`src/rtl/reg_serial_pkg.sv`:
```
// Shared FSM state encoding and line-level constants for the serial transmitter.
package reg_serial_pkg;

    typedef enum logic [1:0] {
        IDLE  = 2'd0,
        START = 2'd1,
        DATA  = 2'd2,
        STOP  = 2'd3
    } state_t;

    localparam logic START_BIT = 1'b0;
    localparam logic STOP_BIT  = 1'b1;

endpackage

```
`src/rtl/bit_timer.sv`:
```
// Counts clk cycles within one serial bit and strobes bit_end on the last cycle.
module bit_timer #(
    parameter int unsigned CLKS_PER_BIT = 4
) (
    input  logic clk,
    input  logic reset,
    input  logic en,
    input  logic clr,
    output logic bit_end
);

    localparam int unsigned CW = $clog2(CLKS_PER_BIT + 1);

    logic [CW-1:0] cnt;

    assign bit_end = en && (cnt == CW'(CLKS_PER_BIT - 1));

    // Counter restarts at every bit boundary and whenever a new frame begins.
    always_ff @(posedge clk or posedge reset) begin
        if (reset) begin
            cnt <= '0;
        end else if (clr || bit_end) begin
            cnt <= '0;
        end else if (en) begin
            cnt <= cnt + CW'(1);
        end
    end

endmodule

```
`src/rtl/reg_serial_tx.sv`:
```
// Parallel-to-serial frame transmitter: start bit, WIDTH data bits LSB first, stop bit.
module reg_serial_tx
    import reg_serial_pkg::*;
#(
    parameter int unsigned WIDTH        = 4,
    parameter int unsigned CLKS_PER_BIT = 4
) (
    input  logic             clk,
    input  logic             reset,
    input  logic             load_valid,
    input  logic [WIDTH-1:0] load_data,
    output logic             load_ready,
    output logic             tx_out,
    output logic             busy,
    output logic             done
);

    localparam int unsigned IW = $clog2(WIDTH + 1);

    state_t           state;
    logic [WIDTH-1:0] shreg;
    logic [IW-1:0]    bit_idx;
    logic             bit_end;
    logic             accept;

    assign load_ready = (state == IDLE);
    assign accept     = load_valid && load_ready;

    bit_timer #(
        .CLKS_PER_BIT (CLKS_PER_BIT)
    ) u_bit_timer (
        .clk     (clk),
        .reset   (reset),
        .en      (state != IDLE),
        .clr     (accept),
        .bit_end (bit_end)
    );

    // Each transition loads tx_out with the next bit so the line changes exactly on bit boundaries.
    always_ff @(posedge clk or posedge reset) begin
        if (reset) begin
            state   <= IDLE;
            tx_out  <= STOP_BIT;
            busy    <= 1'b0;
            done    <= 1'b0;
            shreg   <= '0;
            bit_idx <= '0;
        end else begin
            done <= 1'b0;
            case (state)
                IDLE: begin
                    if (accept) begin
                        state   <= START;
                        busy    <= 1'b1;
                        tx_out  <= START_BIT;
                        shreg   <= load_data;
                        bit_idx <= '0;
                    end
                end
                START: begin
                    if (bit_end) begin
                        state   <= DATA;
                        tx_out  <= shreg[0];
                        shreg   <= shreg >> 1;
                        bit_idx <= '0;
                    end
                end
                DATA: begin
                    if (bit_end) begin
                        if (bit_idx == IW'(WIDTH - 1)) begin
                            state   <= STOP;
                            tx_out  <= STOP_BIT;
                            bit_idx <= '0;
                        end else begin
                            tx_out  <= shreg[0];
                            shreg   <= shreg >> 1;
                            bit_idx <= bit_idx + IW'(1);
                        end
                    end
                end
                STOP: begin
                    if (bit_end) begin
                        state <= IDLE;
                        busy  <= 1'b0;
                        done  <= 1'b1;
                    end
                end
                default: begin
                    state <= IDLE;
                end
            endcase
        end
    end

endmodule
```
`config.mk`:
```
export PLATFORM = sky130hd
export DESIGN_NAME = reg_serial_tx
export DESIGN_NICKNAME = d
export VERILOG_FILES = /design/src/rtl/reg_serial_pkg.sv /design/src/rtl/bit_timer.sv /design/src/rtl/reg_serial_tx.sv
export SDC_FILE = /design/constraint.sdc
export NUM_CORES = 1
export LEC_CHECK = 0
export BUFFER_PORTS_ARGS = -buffer_cell sky130_fd_sc_hd__buf_2
export CAP_MARGIN = 40
export CORE_MARGIN = 10
export CORE_UTILIZATION = 55
export CTS_CLUSTER_DIAMETER = 60
export DETAILED_ROUTE_END_ITERATION = 10
export PLACE_DENSITY_LB_ADDON = 0.1
export SETUP_SLACK_MARGIN = 0.2
export SYNTH_ARGS = -nofsm -noshare
export SYNTH_HDL_FRONTEND = slang
export SYNTH_SLANG_ARGS = --single-unit
export TNS_END_PERCENT = 30
```
`constraint.sdc`:
```
create_clock -name clk -period 4.81 [get_ports clk]
set_input_delay 0 -clock clk [delete_from_list [all_inputs] [get_ports clk]]
set_output_delay 0 -clock clk [all_outputs]
set_load 0.05 [all_outputs]
```
Word-level counts from Yosys, hierarchy flattened:

Index checks and enable logic that the tools add are counted.

* register bits after elaboration: 15
* latch bits: 0
* memory bits (writable): 0
* memory bits (read-only): 0
* bits of input ports: 7
* output and inout bits: 4
* word-level logic and storage cells: 60
* memories kept: 0

* add/subtract/negate cells: 2
* multipliers: 0
* div/mod/pow operators: 0
* magnitude comparators: 0
* equal/unequal tests: 11
* shifts and indexed selects: 0
* multiplexer cells: 28
* bitwise operators: 0
* reduce and logical (&&, ||, !) cells: 12

Operators by type and width (count)
* $mux 3: 6
* $mux 4: 4
* $pmux 4 s3: 1
* $mux 2: 5
* $reduce_and 5->1: 2
* $pmux 3 s3: 1
* $mux 1: 8
* $ne 2x1->1 const B: 4
* $pmux 2 s4: 1
* $add 3x1->3 const B: 2
* $eq 3x2->1 const B: 2
* $reduce_bool 2->1: 3
* $eq 2x2->1 const B: 2
* $ne 2x2->1 const B: 2
* $reduce_and 4->1: 1
* $pmux 1 s3: 1
* $reduce_and 3->1: 1
* $reduce_bool 3->1: 1
* $eq 2x1->1 const B: 1
* $logic_and 1x1->1: 2
* $logic_not 2->1: 1
* $pmux 1 s2: 1
* $logic_or 1x1->1: 1

Logic depth before layout (Yosys ltp):

* word-level depth: 4
* mapped depth: 6
* depth with buffers taken out: 6

Hierarchy:

A second synthesis with hierarchy kept.

* cell total of the unflattened synthesis: 75
* area total of the unflattened synthesis: 870.8 um2

By module, submodules not included
* reg_serial_tx: instances 1, cells each 59, area each 700.7 um2, sequential area each 301.5 um2
* bit_timer: instances 1, cells each 16, area each 170.2 um2, sequential area each 75.1 um2

Worst setup path after synthesis:

OpenSTA, ideal clock, no wires.

* kind: register -> register
* from: register state[0]
* to: register bit_idx[0]
* library setup time: 0.125 ns
* arrival time: 2.055 ns
* required time: 4.685 ns
* setup slack: 2.630 ns
* stages on the path, launching flop included: 7
* buffers on the path: 0
* period minus slack after synthesis: 2.180 ns
* cells stage by stage: dfrtp_1 > inv_1 > ha_1 > and2b_4 > o32ai_4 > and2b_4 > mux2_4

* word-level cells in the longest chain between the ends: 4
* elaborated cells between the ends (all ways): 12
* classes of those cells: eq/ne: 5; mux: 1; reduce/logical: 6

Ends and longest elaborated chain
* start: declaration: RTL line reg_serial_tx.sv:20 `state_t state;`
* start signal: assignment: RTL line reg_serial_tx.sv:42 `state <= IDLE;`
* start signal: assignment: RTL line reg_serial_tx.sv:53 `state <= START;`
* start signal: assignment: RTL line reg_serial_tx.sv:62 `state <= DATA;`
* $logic_not 2->1 (*): RTL line reg_serial_tx.sv:26 `assign load_ready = (state == IDLE);`
* via load_ready: RTL line reg_serial_tx.sv:12 `output logic load_ready,`
* $logic_and 1x1->1: RTL line reg_serial_tx.sv:27 `assign accept = load_valid && load_ready;`
* $ne 2x1->1 (no line)
* $reduce_and 4->1 (no line)
* end signal: assignment: RTL line reg_serial_tx.sv:77 `bit_idx <= bit_idx + IW'(1);`
* end: declaration: RTL line reg_serial_tx.sv:22 `logic [IW-1:0] bit_idx;`

The timed path passes the listed nets; every way through them passes the cells marked *.
A chain may end at the register's enable or synchronous reset.

Final worst setup path:

* from: register state[0]
* to: register bit_idx[0]

* word-level cells in the longest chain between the ends: 4
* elaborated cells between the ends (all ways): 12
* classes of those cells: eq/ne: 5; mux: 1; reduce/logical: 6

Ends and longest elaborated chain (RTL line)
* $reduce_bool 2->1 or $logic_not 2->1 (tied branches): reg_serial_tx.sv:34, reg_serial_tx.sv:26, reg_serial_tx.sv:50
* $logic_and 1x1->1 (on tied branches): bit_timer.sv:16, reg_serial_tx.sv:27
* $ne 2x1->1 (no line)
* $reduce_and 4->1 (no line)

Parallel ways exist; a longest one is shown, timed or not.

==> impl_metrics.prom <==
# TYPE chip_impl_metric gauge
chip_impl_info{name="status",value="completed"} 1
chip_impl_metric{name="row_count",unit=""} 14
chip_impl_metric{name="globalRoute.totalOverflow",unit=""} 0
chip_impl_metric{name="tns",unit="ns"} 0
chip_impl_metric{name="drtPass1Iterations",unit=""} 4
chip_impl_metric{name="die_height",unit="um"} 59.56
chip_impl_metric{name="avgViaCountPerCell",unit=""} 5.491
chip_impl_metric{name="wire_per_inst",unit="um"} 13.84
chip_impl_metric{name="peakVddDrop",unit="uV"} 410.9
chip_impl_info{name="post_synth_top_area_cell",value="sky130_fd_sc_hd__dfrtp_1"} 1
chip_impl_metric{name="reported_leakage_power",unit="nW"} 0.4759
chip_impl_metric{name="grt_first_pass_wirelength",unit="um"} 2773
chip_impl_metric{name="vias",unit=""} 593
chip_impl_metric{name="grt_antenna_before_repair",unit=""} 0
chip_impl_metric{name="area_delta_synth_final",unit="%"} 12.50
chip_impl_metric{name="max_freq",unit="MHz"} 480.8
chip_impl_metric{name="total_power_divided_by_cell_area",unit="mW/mm^2"} 736.6
chip_impl_info{name="rsz0062_at_grt",value="false"} 1
chip_impl_info{name="critPathMostFrequentCell",value="sky130_fd_sc_hd__and2b_4"} 1
chip_impl_metric{name="ctsLongestPathBuffers",unit=""} 2
chip_impl_metric{name="synthCells",unit=""} 78
chip_impl_metric{name="post_route_cells_drive_above_1_share",unit=""} 0.2391
chip_impl_metric{name="final_hold_violations",unit=""} 0
chip_impl_metric{name="worst_skew_pair.late_latency",unit="ns"} 0.29
chip_impl_metric{name="skew",unit="ns"} 0.002125
chip_impl_metric{name="critPathMaxFanout",unit=""} 9
chip_impl_metric{name="synth_sequential_area_ratio",unit=""} 0.4375
chip_impl_metric{name="portBuffers",unit=""} 10
chip_impl_info{name="root_buffer",value="sky130_fd_sc_hd__clkbuf_4"} 1
chip_impl_info{name="most_common_cell_after_layout_fill_and_taps_aside",value="sky130_fd_sc_hd__dfrtp_1"} 1
chip_impl_metric{name="io-pin-count",unit=""} 11
chip_impl_metric{name="cts.clk_slew.worst_paths",unit="ns"} 0.09
chip_impl_metric{name="finalMaxSlewViolations",unit=""} 0
chip_impl_metric{name="multi_input_area",unit="sq um"} 445.4
chip_impl_info{name="critPathLaunchType",value="flop"} 1
chip_impl_info{name="timing.hold.worst.class",value="input pin to flop"} 1
chip_impl_metric{name="final_net_count",unit=""} 109
chip_impl_info{name="cp-end-kind",value="flop"} 1
chip_impl_metric{name="regArea",unit="sq um"} 376.6
chip_impl_metric{name="grt_pass1_vias",unit=""} 619
chip_impl_metric{name="cts_resized",unit=""} 0
chip_impl_metric{name="worst_slew_pin_slew",unit="ns"} 0.5514
chip_impl_metric{name="wl",unit="um"} 1495
chip_impl_metric{name="average_footprint_of_a_synthesized_cell",unit="sq um"} 11.04
chip_impl_metric{name="grt_max_degree",unit=""} 16
chip_impl_metric{name="gp_congestion",unit=""} 0.7782
chip_impl_metric{name="critPathRequiredTime",unit="ns"} 4.99
chip_impl_metric{name="drt.antenna.violating_nets",unit=""} 0
chip_impl_metric{name="htree_num_levels",unit=""} 1
chip_impl_info{name="setup.worst_path.class",value="flop to flop"} 1
chip_impl_metric{name="min_period",unit="ns"} 2.080
chip_impl_metric{name="place_hpwl",unit="um"} 1140
chip_impl_metric{name="post-route-period-util",unit=""} 0.4324
chip_impl_info{name="synthTopCellsByArea",value="sky130_fd_sc_hd__dfrtp_1 (41%), sky130_fd_sc_hd__ha_1 (13%), sky130_fd_sc_hd__mux2i_1 (5.8%)"} 1
chip_impl_info{name="timing.critical_path.slowest_stage_cell",value="sky130_fd_sc_hd__dfrtp_1"} 1
chip_impl_info{name="layout_common_cells",value="sky130_fd_sc_hd__dfrtp_1 (14), sky130_fd_sc_hd__buf_2 (10), sky130_fd_sc_hd__ha_1 (9)"} 1
chip_impl_metric{name="cap_violations",unit=""} 0
chip_impl_metric{name="floorplan.die.width",unit="um"} 59.56
chip_impl_metric{name="globalRouteTotalUtil",unit=""} 0.1010
chip_impl_metric{name="n_fill_cell",unit=""} 120
chip_impl_metric{name="synthesis.nets",unit=""} 94
chip_impl_metric{name="finalSetupViolCount",unit=""} 0
chip_impl_metric{name="dpl-instance-area",unit="sq um"} 922.1
chip_impl_metric{name="synth-warning-count",unit=""} 0
chip_impl_metric{name="timing.critical_path.slowest_cell_delay",unit="ns"} 0.41
chip_impl_metric{name="floorplan.initialDensity",unit=""} 0.5782
chip_impl_metric{name="cp.arrival",unit="ns"} 2.26
chip_impl_metric{name="remaining_drc_errors",unit=""} 0
chip_impl_metric{name="cts_inserted_buffers",unit=""} 3
chip_impl_metric{name="mappedNetlistArea",unit="sq um"} 860.8
chip_impl_metric{name="die_area",unit="sq mm"} 0.003547
chip_impl_metric{name="yosysUniqueCellTypes",unit=""} 27
chip_impl_metric{name="core_region_area",unit="sq mm"} 0.001489
chip_impl_metric{name="worst_hold_slack",unit="ns"} 0.02301
chip_impl_metric{name="worst_slew_margin_rel",unit=""} 0.6320
chip_impl_metric{name="drtIter0Drc",unit=""} 10
chip_impl_metric{name="ys_seq_elements",unit=""} 15
chip_impl_metric{name="clkSinkCount",unit=""} 15
chip_impl_info{name="worstPathCellList",value="inv_1, ha_1, and2b_4, o32ai_4, and2b_4, mux2_4"} 1
chip_impl_metric{name="synthDominantCellAreaShare",unit=""} 0.4070
chip_impl_metric{name="finish.instance_area",unit="sq um"} 968.4
chip_impl_info{name="tritoncts",value="done"} 1
chip_impl_metric{name="antennaDiodeCount",unit=""} 0
==> per-stage QoR <==
step                      power, mW  setup WS [ns]  cells  utilization
after CTS                    0.7203          2.734    108       0.6504
after global placement       0.6315          2.802    102       0.6193
final                        0.7133          2.730    108       0.6504
after global routing         0.7774          2.626    108       0.6504
after detailed placement     0.6427          2.744    102       0.6193
after floorplan              0.5664          2.630     78            -
==> routing by layer <==
layer / wire length (um) / global-route usage / share of wire / up-vias
met5: 0 / 0 / 0 / -
met4: 43 / 0.05769 / 0.029 / 0
met3: 94 / 0.02575 / 0.063 / 5
met2: 664 / 0.1590 / 0.44 / 16
met1: 692 / 0.1209 / 0.46 / 271
li1: - / - / - / 301
==> cells in the mapped netlist <==
library cell,count
sky130_fd_sc_hd__and2b_4,2
sky130_fd_sc_hd__inv_1,8
sky130_fd_sc_hd__mux2i_1,5
sky130_fd_sc_hd__a31oi_1,3
sky130_fd_sc_hd__mux2_2,1
sky130_fd_sc_hd__and2b_2,1
sky130_fd_sc_hd__dfstp_2,1
sky130_fd_sc_hd__o31ai_1,2
sky130_fd_sc_hd__o2bb2ai_1,1
sky130_fd_sc_hd__a21oi_1,7
sky130_fd_sc_hd__clkbuf_1,1
sky130_fd_sc_hd__a21boi_0,1
sky130_fd_sc_hd__o32ai_4,1
sky130_fd_sc_hd__a32o_1,1
sky130_fd_sc_hd__nor3b_1,1
sky130_fd_sc_hd__ha_1,9
sky130_fd_sc_hd__nor2_1,3
sky130_fd_sc_hd__nand2b_1,1
sky130_fd_sc_hd__o21ai_0,1
sky130_fd_sc_hd__buf_2,1
sky130_fd_sc_hd__mux2_4,2
sky130_fd_sc_hd__nor3_1,2
sky130_fd_sc_hd__or3_2,1
sky130_fd_sc_hd__nand2_1,5
sky130_fd_sc_hd__dfrtp_1,14
sky130_fd_sc_hd__mux2_1,1
sky130_fd_sc_hd__nor2b_1,2
==> registers in the layout (all words and copies together), names as in the netlist <==
register,count
shreg,4
busy,1
done,1
state,2
tx_out,1
u_bit_timer.cnt,3
bit_idx,3
==> where the power goes <==
| part | switching, mW | internal, mW |
|---|---|---|
| clock | 0.0403 | 0.0323 |
| sequential | 0.0325 | 0.181 |
| combinational | 0.235 | 0.193 |
| total | 0.307 | 0.406 |
==> timing repair <==
item                                    4_1_cts  5_1_grt
hold buffers                                  2        0
hold endpoints to repair                     15        0
endpoints found under the setup margin        0        0
buffers inserted                              0        0
==> worst paths after layout <==
check                                         end  slack (ns)                  from  cells past startpoint
hold / removal               shreg[1]$_DFFE_PP0P_        0.02          load_data[1]                      3
min in group asynchronous  bit_idx[0]$_DFFE_PP0P_        0.29                 reset                      3
setup reg to reg           bit_idx[0]$_DFFE_PP0P_        2.73  state[0]$_DFFE_PP0P_                      6
setup / recovery           bit_idx[0]$_DFFE_PP0P_        2.73  state[0]$_DFFE_PP0P_                      6
hold reg to reg              shreg[3]$_DFFE_PP0P_        0.50  shreg[3]$_DFFE_PP0P_                      1
max in group asynchronous      tx_out$_DFFE_PP1P_        4.15                 reset                      3
==> layout make-up <==
| type | instances | share of cell area |
|---|---|---|
| Sequential cell | 15 | 0.3889 |
| Clock buffer | 4 | 0.02713 |
| Timing Repair Buffer | 12 | 0.07235 |
| Inverter | 8 | 0.03101 |
| Tap cell | 16 | 0.02067 |
| Multi-Input combinational cell | 53 | 0.4599 |
==> cells by family (layout without fill, tap and decap cells) <==
kind of cell | Yosys count | after routing | share of synthesized area
adders and majority gates | 9 | 9 | 0.1308
muxes | 9 | 9 | 0.1192
and+or+nand+nor | 18 | 18 | 0.1192
buffers and inverters | 10 | 24 | 0.04505
DFF | 15 | 15 | 0.4375
AOI/OAI and AO/OA | 17 | 17 | 0.1483
==> critical path, delay by kind of cell (launching register included) <==
family	cells	cell delay (ns)
adder cells (fa/ha/maj)	1	0.33
multiplexers	1	0.30
AND/OR/NAND/NOR	2	0.49
AO/OA/AOI/OAI	1	0.34
buffers and inverters	1	0.11
flip-flops	1	0.41
Note: power is estimated with default switching activity, not from simulation.
